===== config.mk =====
export PLATFORM = sky130hd
export DESIGN_NAME = cl_st_unpack
export DESIGN_NICKNAME = d
export VERILOG_FILES = /design/src/rtl/cl_st_unpack_pkg.sv /design/src/rtl/cl_st_unpack.sv
export SDC_FILE = /design/constraint.sdc
export NUM_CORES = 1
export LEC_CHECK = 0
export ABC_AREA = 1
export CORE_ASPECT_RATIO = 2
export CORE_MARGIN = 2
export CORE_UTILIZATION = 45
export CTS_CLUSTER_DIAMETER = 80
export DETAILED_ROUTE_END_ITERATION = 16
export HOLD_SLACK_MARGIN = 0.12
export MAX_ROUTING_LAYER = met4
export PLACE_DENSITY = 0.74
export SETUP_SLACK_MARGIN = 0.02
export SYNTH_ARGS = -nofsm -noshare
export SYNTH_HDL_FRONTEND = slang
export SYNTH_SLANG_ARGS = --single-unit

===== constraint.sdc =====
create_clock -name clk -period 1.4 [get_ports clk]
set_input_delay 0.14 -clock clk [delete_from_list [all_inputs] [get_ports clk]]
set_output_delay 0.14 -clock clk [all_outputs]
set_load 0.02 [all_outputs]

===== src/rtl/cl_st_unpack_pkg.sv =====
`default_nettype none
// +--------------------------------------------------------------------------+
// | Module   : cl_st_unpack_pkg                                              |
// | Brief    : Shared constants, FSM encoding and CL-count helper for the    |
// |            cache-line to stream-symbol unpacker.                         |
// | Revision : 1.0  initial release                                          |
// +--------------------------------------------------------------------------+
package cl_st_unpack_pkg;

  localparam int CL         = 512;
  localparam int CL_HEAD    = 16;
  localparam int CL_PAYLOAD = CL - CL_HEAD;
  localparam int W_ST       = 62;
  localparam int N_ST       = CL_PAYLOAD / W_ST;
  localparam int W_NUM_ST   = 16;
  localparam int W_ST_IDX   = $clog2(N_ST + 1);

  typedef enum logic [2:0] {
    ST_IDLE = 3'd0,
    ST_REQ  = 3'd1,
    ST_WAIT = 3'd2,
    ST_OUT  = 3'd3,
    ST_FIN  = 3'd4
  } state_t;

  // Number of cache lines needed to carry len stream symbols.
  function automatic logic [W_NUM_ST-1:0] ceil_div_nst(input logic [W_NUM_ST-1:0] len);
    logic [W_NUM_ST:0] sum;
    sum = {1'b0, len} + (W_NUM_ST + 1)'(N_ST - 1);
    return W_NUM_ST'(sum / (W_NUM_ST + 1)'(N_ST));
  endfunction

endpackage
`default_nettype wire


===== src/rtl/cl_st_unpack.sv =====
`default_nettype none
// +--------------------------------------------------------------------------+
// | Module   : cl_st_unpack                                                  |
// | Brief    : Reads one framed burst of cache lines, strips the CL head and |
// |            serialises payloads into sop/eop-framed stream symbols.       |
// |            Optional macro CL_ST_UNPACK_PREFETCH_EN adds a one-CL         |
// |            prefetch register for bubble-free output.                     |
// | Revision : 1.0  initial release                                          |
// +--------------------------------------------------------------------------+
module cl_st_unpack
  import cl_st_unpack_pkg::*;
(
  input  logic                clk,
  input  logic                rst_n,
  input  logic                ff_rd_ready,
  output logic                ff_rdreq,
  input  logic [CL-1:0]       ff_q,
  output logic                ff_rd_finish,
  input  logic [W_NUM_ST-1:0] sb_len,
  output logic [W_ST-1:0]     source_data,
  output logic                source_valid,
  input  logic                source_ready,
  output logic                source_sop,
  output logic                source_eop
);

  state_t                  r_state;
  state_t                  w_state_nxt;
  logic [W_NUM_ST-1:0]     r_st_left;
  logic [W_NUM_ST-1:0]     r_cl_left;
  logic [W_ST_IDX-1:0]     r_st_idx;
  logic [CL_PAYLOAD-1:0]   r_shift;
  logic                    r_first;
  logic                    r_holdoff;

  logic                    w_start;
  logic                    w_accept;
  logic                    w_last;
  logic                    w_wrap;
  logic                    w_pf_req;
  logic                    w_pf_hit;
  logic [CL_PAYLOAD-1:0]   w_pf_payload;
  logic                    w_unused_head;

  assign w_unused_head = ^ff_q[CL-1:CL_PAYLOAD];

  assign w_start  = (r_state == ST_IDLE) && ff_rd_ready && !r_holdoff;
  assign w_accept = (r_state == ST_OUT) && source_ready;
  assign w_last   = w_accept && (r_st_left == W_NUM_ST'(1));
  assign w_wrap   = w_accept && (r_st_idx == W_ST_IDX'(N_ST - 1));

`ifdef CL_ST_UNPACK_PREFETCH_EN
  logic [CL_PAYLOAD-1:0] r_pf_data;
  logic                  r_pf_valid;
  logic                  r_pf_inflight;

  assign w_pf_req     = (r_state == ST_OUT) && (r_cl_left != '0) &&
                        !r_pf_valid && !r_pf_inflight;
  assign w_pf_hit     = r_pf_valid || r_pf_inflight;
  // A read still in flight at wrap time is forwarded straight from the FIFO.
  assign w_pf_payload = r_pf_valid ? r_pf_data : ff_q[CL_PAYLOAD-1:0];

  always_ff @(posedge clk or negedge rst_n) begin
    if (!rst_n) begin
      r_pf_data     <= '0;
      r_pf_valid    <= 1'b0;
      r_pf_inflight <= 1'b0;
    end else if (r_state == ST_FIN) begin
      r_pf_valid    <= 1'b0;
      r_pf_inflight <= 1'b0;
    end else begin
      r_pf_inflight <= w_pf_req;
      if (r_pf_inflight && !w_wrap) begin
        r_pf_data  <= ff_q[CL_PAYLOAD-1:0];
        r_pf_valid <= 1'b1;
      end else if (w_wrap && r_pf_valid) begin
        r_pf_valid <= 1'b0;
      end
    end
  end
`else
  assign w_pf_req     = 1'b0;
  assign w_pf_hit     = 1'b0;
  assign w_pf_payload = '0;
`endif

  always_ff @(posedge clk or negedge rst_n) begin
    if (!rst_n) begin
      r_state <= ST_IDLE;
    end else begin
      r_state <= w_state_nxt;
    end
  end

  always_comb begin
    w_state_nxt  = r_state;
    ff_rdreq     = 1'b0;
    ff_rd_finish = 1'b0;
    source_valid = 1'b0;
    source_sop   = 1'b0;
    source_eop   = 1'b0;
    source_data  = '0;
    case (r_state)
      ST_IDLE: begin
        if (w_start) begin
          w_state_nxt = (sb_len == '0) ? ST_FIN : ST_REQ;
        end
      end
      ST_REQ: begin
        ff_rdreq    = 1'b1;
        w_state_nxt = ST_WAIT;
      end
      ST_WAIT: begin
        w_state_nxt = ST_OUT;
      end
      ST_OUT: begin
        source_valid = 1'b1;
        source_data  = r_shift[W_ST-1:0];
        source_sop   = r_first;
        source_eop   = (r_st_left == W_NUM_ST'(1));
        ff_rdreq     = w_pf_req;
        if (w_last) begin
          w_state_nxt = ST_FIN;
        end else if (w_wrap && !w_pf_hit) begin
          w_state_nxt = ST_REQ;
        end
      end
      ST_FIN: begin
        ff_rd_finish = 1'b1;
        w_state_nxt  = ST_IDLE;
      end
      default: begin
        w_state_nxt = ST_IDLE;
      end
    endcase
  end

  // Payload is shifted right so the current symbol always sits at the LSBs.
  always_ff @(posedge clk or negedge rst_n) begin
    if (!rst_n) begin
      r_st_left <= '0;
      r_cl_left <= '0;
      r_st_idx  <= '0;
      r_shift   <= '0;
      r_first   <= 1'b0;
      r_holdoff <= 1'b0;
    end else begin
      case (r_state)
        ST_IDLE: begin
          r_holdoff <= 1'b0;
          if (w_start) begin
            r_st_left <= sb_len;
            r_cl_left <= ceil_div_nst(sb_len);
            r_first   <= 1'b1;
          end
        end
        ST_REQ: begin
          r_cl_left <= r_cl_left - W_NUM_ST'(1);
        end
        ST_WAIT: begin
          r_shift  <= ff_q[CL_PAYLOAD-1:0];
          r_st_idx <= '0;
        end
        ST_OUT: begin
          if (w_pf_req) begin
            r_cl_left <= r_cl_left - W_NUM_ST'(1);
          end
          if (w_accept) begin
            r_first   <= 1'b0;
            r_st_left <= r_st_left - W_NUM_ST'(1);
            if (w_wrap && w_pf_hit) begin
              r_shift  <= w_pf_payload;
              r_st_idx <= '0;
            end else begin
              r_shift  <= r_shift >> W_ST;
              r_st_idx <= r_st_idx + W_ST_IDX'(1);
            end
          end
        end
        ST_FIN: begin
          r_holdoff <= 1'b1;
          r_st_idx  <= '0;
        end
        default: begin
          r_holdoff <= 1'b0;
        end
      endcase
    end
  end

endmodule
`default_nettype wire


==> metrics.txt <==
Remaining DRCs=0; DRT Wirelength=101 mm; Final period util=155%; CTS tree=built; Design Power=about 110 mW; proportion of netlist area held by the largest area contributor=52.5%; Primary FF master, synth=dfrtp_1; Comb power frac=65.1%; CTS Buf Count=46; CP Launch Point=r_state[0]; Max Freq=roughly 460 MHz; vias in the first global route=23,100; final instance area=40,100 sq um; sequential power share=22.3%; FF-to-FF Start=r_state[0]; Starting Density=45.6%; hold_sp=ff_q[471]; fraction of registers with async set/reset=100%; Worst-Margin Slew=0.501 ns; Synth Instances=2,953; Final min period=2.16 ns; layout cells sized above 1=17.4%; Worst EP arrival=between 2 and 3 ns; Setup Crit Path Kind=reg -> reg; router iterations before antenna repair=6; largest net degree at the start of global routing=78; CP top delay family=buffers and inverters; core region area=54,500 sq um; Leak=18.7 nW; outcome=finished, violations left; clock tree sinks=521; Netlist cell types=29; vias per std cell=between 5 and 6; DRT antenna net count=0; top cells by count, synth=nand2_1 (564), inv_1 (524), dfrtp_1 (521); Layout area overhead=61.4%; count leader, synth=nand2_1; gr usage total=29.9%; Synth Warn #=0; num rows=about 120; Max-Cap Viols=0; RSZ-0062 raised after global routing=yes; Yosys reg bits=521; Hold Path Class=in -> reg; syn avg cell area=8.42 sq um; Post-Route Skew=0.0238 ns; failing checks=negative setup slack; Hold Vio Cnt, Final=0; slowest stage cell, crit path=dfrtp_1; CP Cell Sequence=nand3_4 > buf_12 > clkinv_8 > buf_8 > nand2_8 > nand2_8 > buf_12 > clkbuf_16 > o211ai_1 > o21ai_0; ranking of synthesized cells by area=dfrtp_1 (52%), o211ai_1 (13%), o21ai_0 (8.8%); DIE HEIGHT=approximately 340 um; slowest stage delay, CP=0.43 ns; setup violators final=587; clock root buffer=clkbuf_16; syn_nets=~3,500; first-pass GRT wire length=about 130 mm; NetSw=44.5 mW; worst-path fanout max=7; Worst Setup End Kind=flop; DR vias=between 20,000 and 30,000; Post-DP HPWL=57.1 mm; Synth Cell Area=24,900 sq um; fin util=between 70% and 80%; Die X=170 um; Port-buffer cells=582; Max rail drop VDD=0.00139 V; number of synthesized flops with an enable pin=0; fill count=between 3,000 and 4,000; register area share after synthesis=a little over half; Int Pwr=63.8 mW; Synth area leader=dfrtp_1; Final Max Tran Viols=0; antenna violations before repair=39; die area=57,200 sq um; worst-case clock buffer depth=3; WP data required=1.80 ns; I/O pin count=~600; GRT overflow=0; DR WL/cell=22.0 um; CP Launch Type=flop; drt initial violations=2,043; Pwr Density=2700 nW/um^2; H-Tree Depth=2; clock group share of total power=12.6%; Clock Latency Late Sink=about 0.58 ns; NumNets Final=4,346; Placed Instance Area=32,800 sq um; sw frac=41.1%; Slew HR=roughly two thirds; Clk pin slew, worst setup/hold paths=approximately 0.070 ns; Crit path buffers/inverters=5; RePlAce Congestion=between 0.9 and 1; setup ws final=-0.764 ns
==> flip-flops by register name (all words and copies together) (netlist names) <==
| name | cells |
|---|---|
| r_first | 1 |
| r_shift | 496 |
| r_st_idx | 4 |
| r_st_left | 16 |
| r_state | 3 |
| r_holdoff | 1 |
==> kinds of logic (layout without fill, tap and decap cells) <==
| group | count (synthesis) | in the layout | synth area share [%] |
|---|---|---|---|
| mux | 1 | 1 | 0.0403 |
| fa+ha+maj | 3 | 3 | 0.151 |
| simple gates | 712 | 716 | 11.0 |
| xor+xnor | 1 | 1 | 0.0352 |
| compound gates | 969 | 969 | 24.0 |
| other cells | 0 | 40 | 0 |
| buf+inv | 746 | 1633 | 12.3 |
| flops | 521 | 521 | 52.5 |
==> stage by stage <==
stage | setup slack (ns) | TNS (ns) | instances | hold slack (ns)
final | -0.764 | -329.52 | 4560 | 0.134
after global routing | -0.768 | -372.10 | 4559 | 0.135
after CTS | -0.681 | -251.69 | 4397 | 0.121
after detailed placement | -0.575 | -177.87 | 4188 | 0.0368
after global placement | -0.582 | -171.16 | 4188 | 0.0348
after floorplan | -0.0649 | -21.42 | 2953 | -0.156
==> layout by cell type (no fill, tap or decap), types with 4 or more instances in the layout <==
cell type | synthesis | routed
a21oi_1 | 8 | 8
buf_12 | 0 | 78
buf_16 | 0 | 45
buf_4 | 44 | 129
buf_6 | 2 | 85
buf_8 | 0 | 44
bufinv_16 | 0 | 5
clkbuf_1 | 89 | 13
clkbuf_16 | 0 | 128
clkbuf_8 | 0 | 8
clkdlybuf4s50_1 | 0 | 514
clkinv_2 | 0 | 4
dfrtp_1 | 521 | 521
diode_2 | 0 | 40
dlygate4sd3_1 | 0 | 47
inv_1 | 524 | 522
nand2_1 | 564 | 560
nand2_8 | 0 | 6
nand3_1 | 22 | 19
nor2_1 | 111 | 45
nor2_2 | 0 | 27
nor2_4 | 0 | 39
nor3_1 | 8 | 5
o211ai_1 | 436 | 436
o21ai_0 | 439 | 178
o21ai_1 | 79 | 291
o21ai_2 | 0 | 48
==> path summary, 6_finish.rpt <==
check | to | slack, ns | depth (start not counted)
min reg2reg | r_shift[348] | 0.52 | 2
max in group asynchronous | r_shift[152] | 0.17 | 3
max reg2reg | r_shift[331] | -0.76 | 10
min in group asynchronous | r_shift[378] | 0.32 | 3
max | r_shift[331] | -0.76 | 10
min | r_shift[471] | 0.13 | 3
==> area by class of cell <==
type,count,area (sq um),area share [%]
antenna,40,100,0.250
clock buffer,70,1390,3.45
clock inverter,11,186,0.465
inverter,528,2000,4.99
multi-input combinational,1690,9500,23.7
sequential,521,13000,32.5
tap,676,846,2.11
timing repair buffer,1024,13000,32.5
==> worst register-to-register path, cell delays in order, from the launching register on <==
cell       delay [ns]
dfrtp_1          0.43
nand3_4          0.20
buf_12           0.15
clkinv_8         0.06
buf_8            0.13
nand2_8          0.12
nand2_8          0.14
buf_12           0.17
clkbuf_16        0.16
o211ai_1         0.17
o21ai_0          0.25
==> power groups by stage <==
| stage | Clock (mW) | Combinational [mW] | Sequential, mW |
|---|---|---|---|
| after floorplan | 0 | 30.3 | 23.8 |
| after global placement | 0 | 43.3 | 23.9 |
| after detailed placement | 0 | 44.4 | 24.1 |
| after CTS | 13.7 | 54.2 | 23.9 |
| after global routing | 14.4 | 75.4 | 24.7 |
| final | 13.6 | 70.5 | 24.2 |
==> what timing repair did <==
action                                 in CTS  in global routing
setup buffers                              41                 47
setup endpoints to repair                 587                587
endpoints found under the hold margin     566                  0
pin swaps                                   7                 21
gates cloned                               41                 92
hold buffers                               47                  0
resized for setup                         456                447
==> metal layers <==
| metal | wire length [um] | part of all wire, % | global-route usage (%) | vias up |
|---|---|---|---|---|
| met2 | 51000 | 51 | 50.4 | 1291 |
| met1 | 35000 | 35 | 33.5 | 12300 |
| met3 | 7010 | 7.0 | 4.67 | 395 |
| li1 | - | - | - | 11500 |
| met4 | 7580 | 7.5 | 16.9 | 0 |
| met5 | 0 | 0 | - | - |
Power figures use the tool's default switching activity.
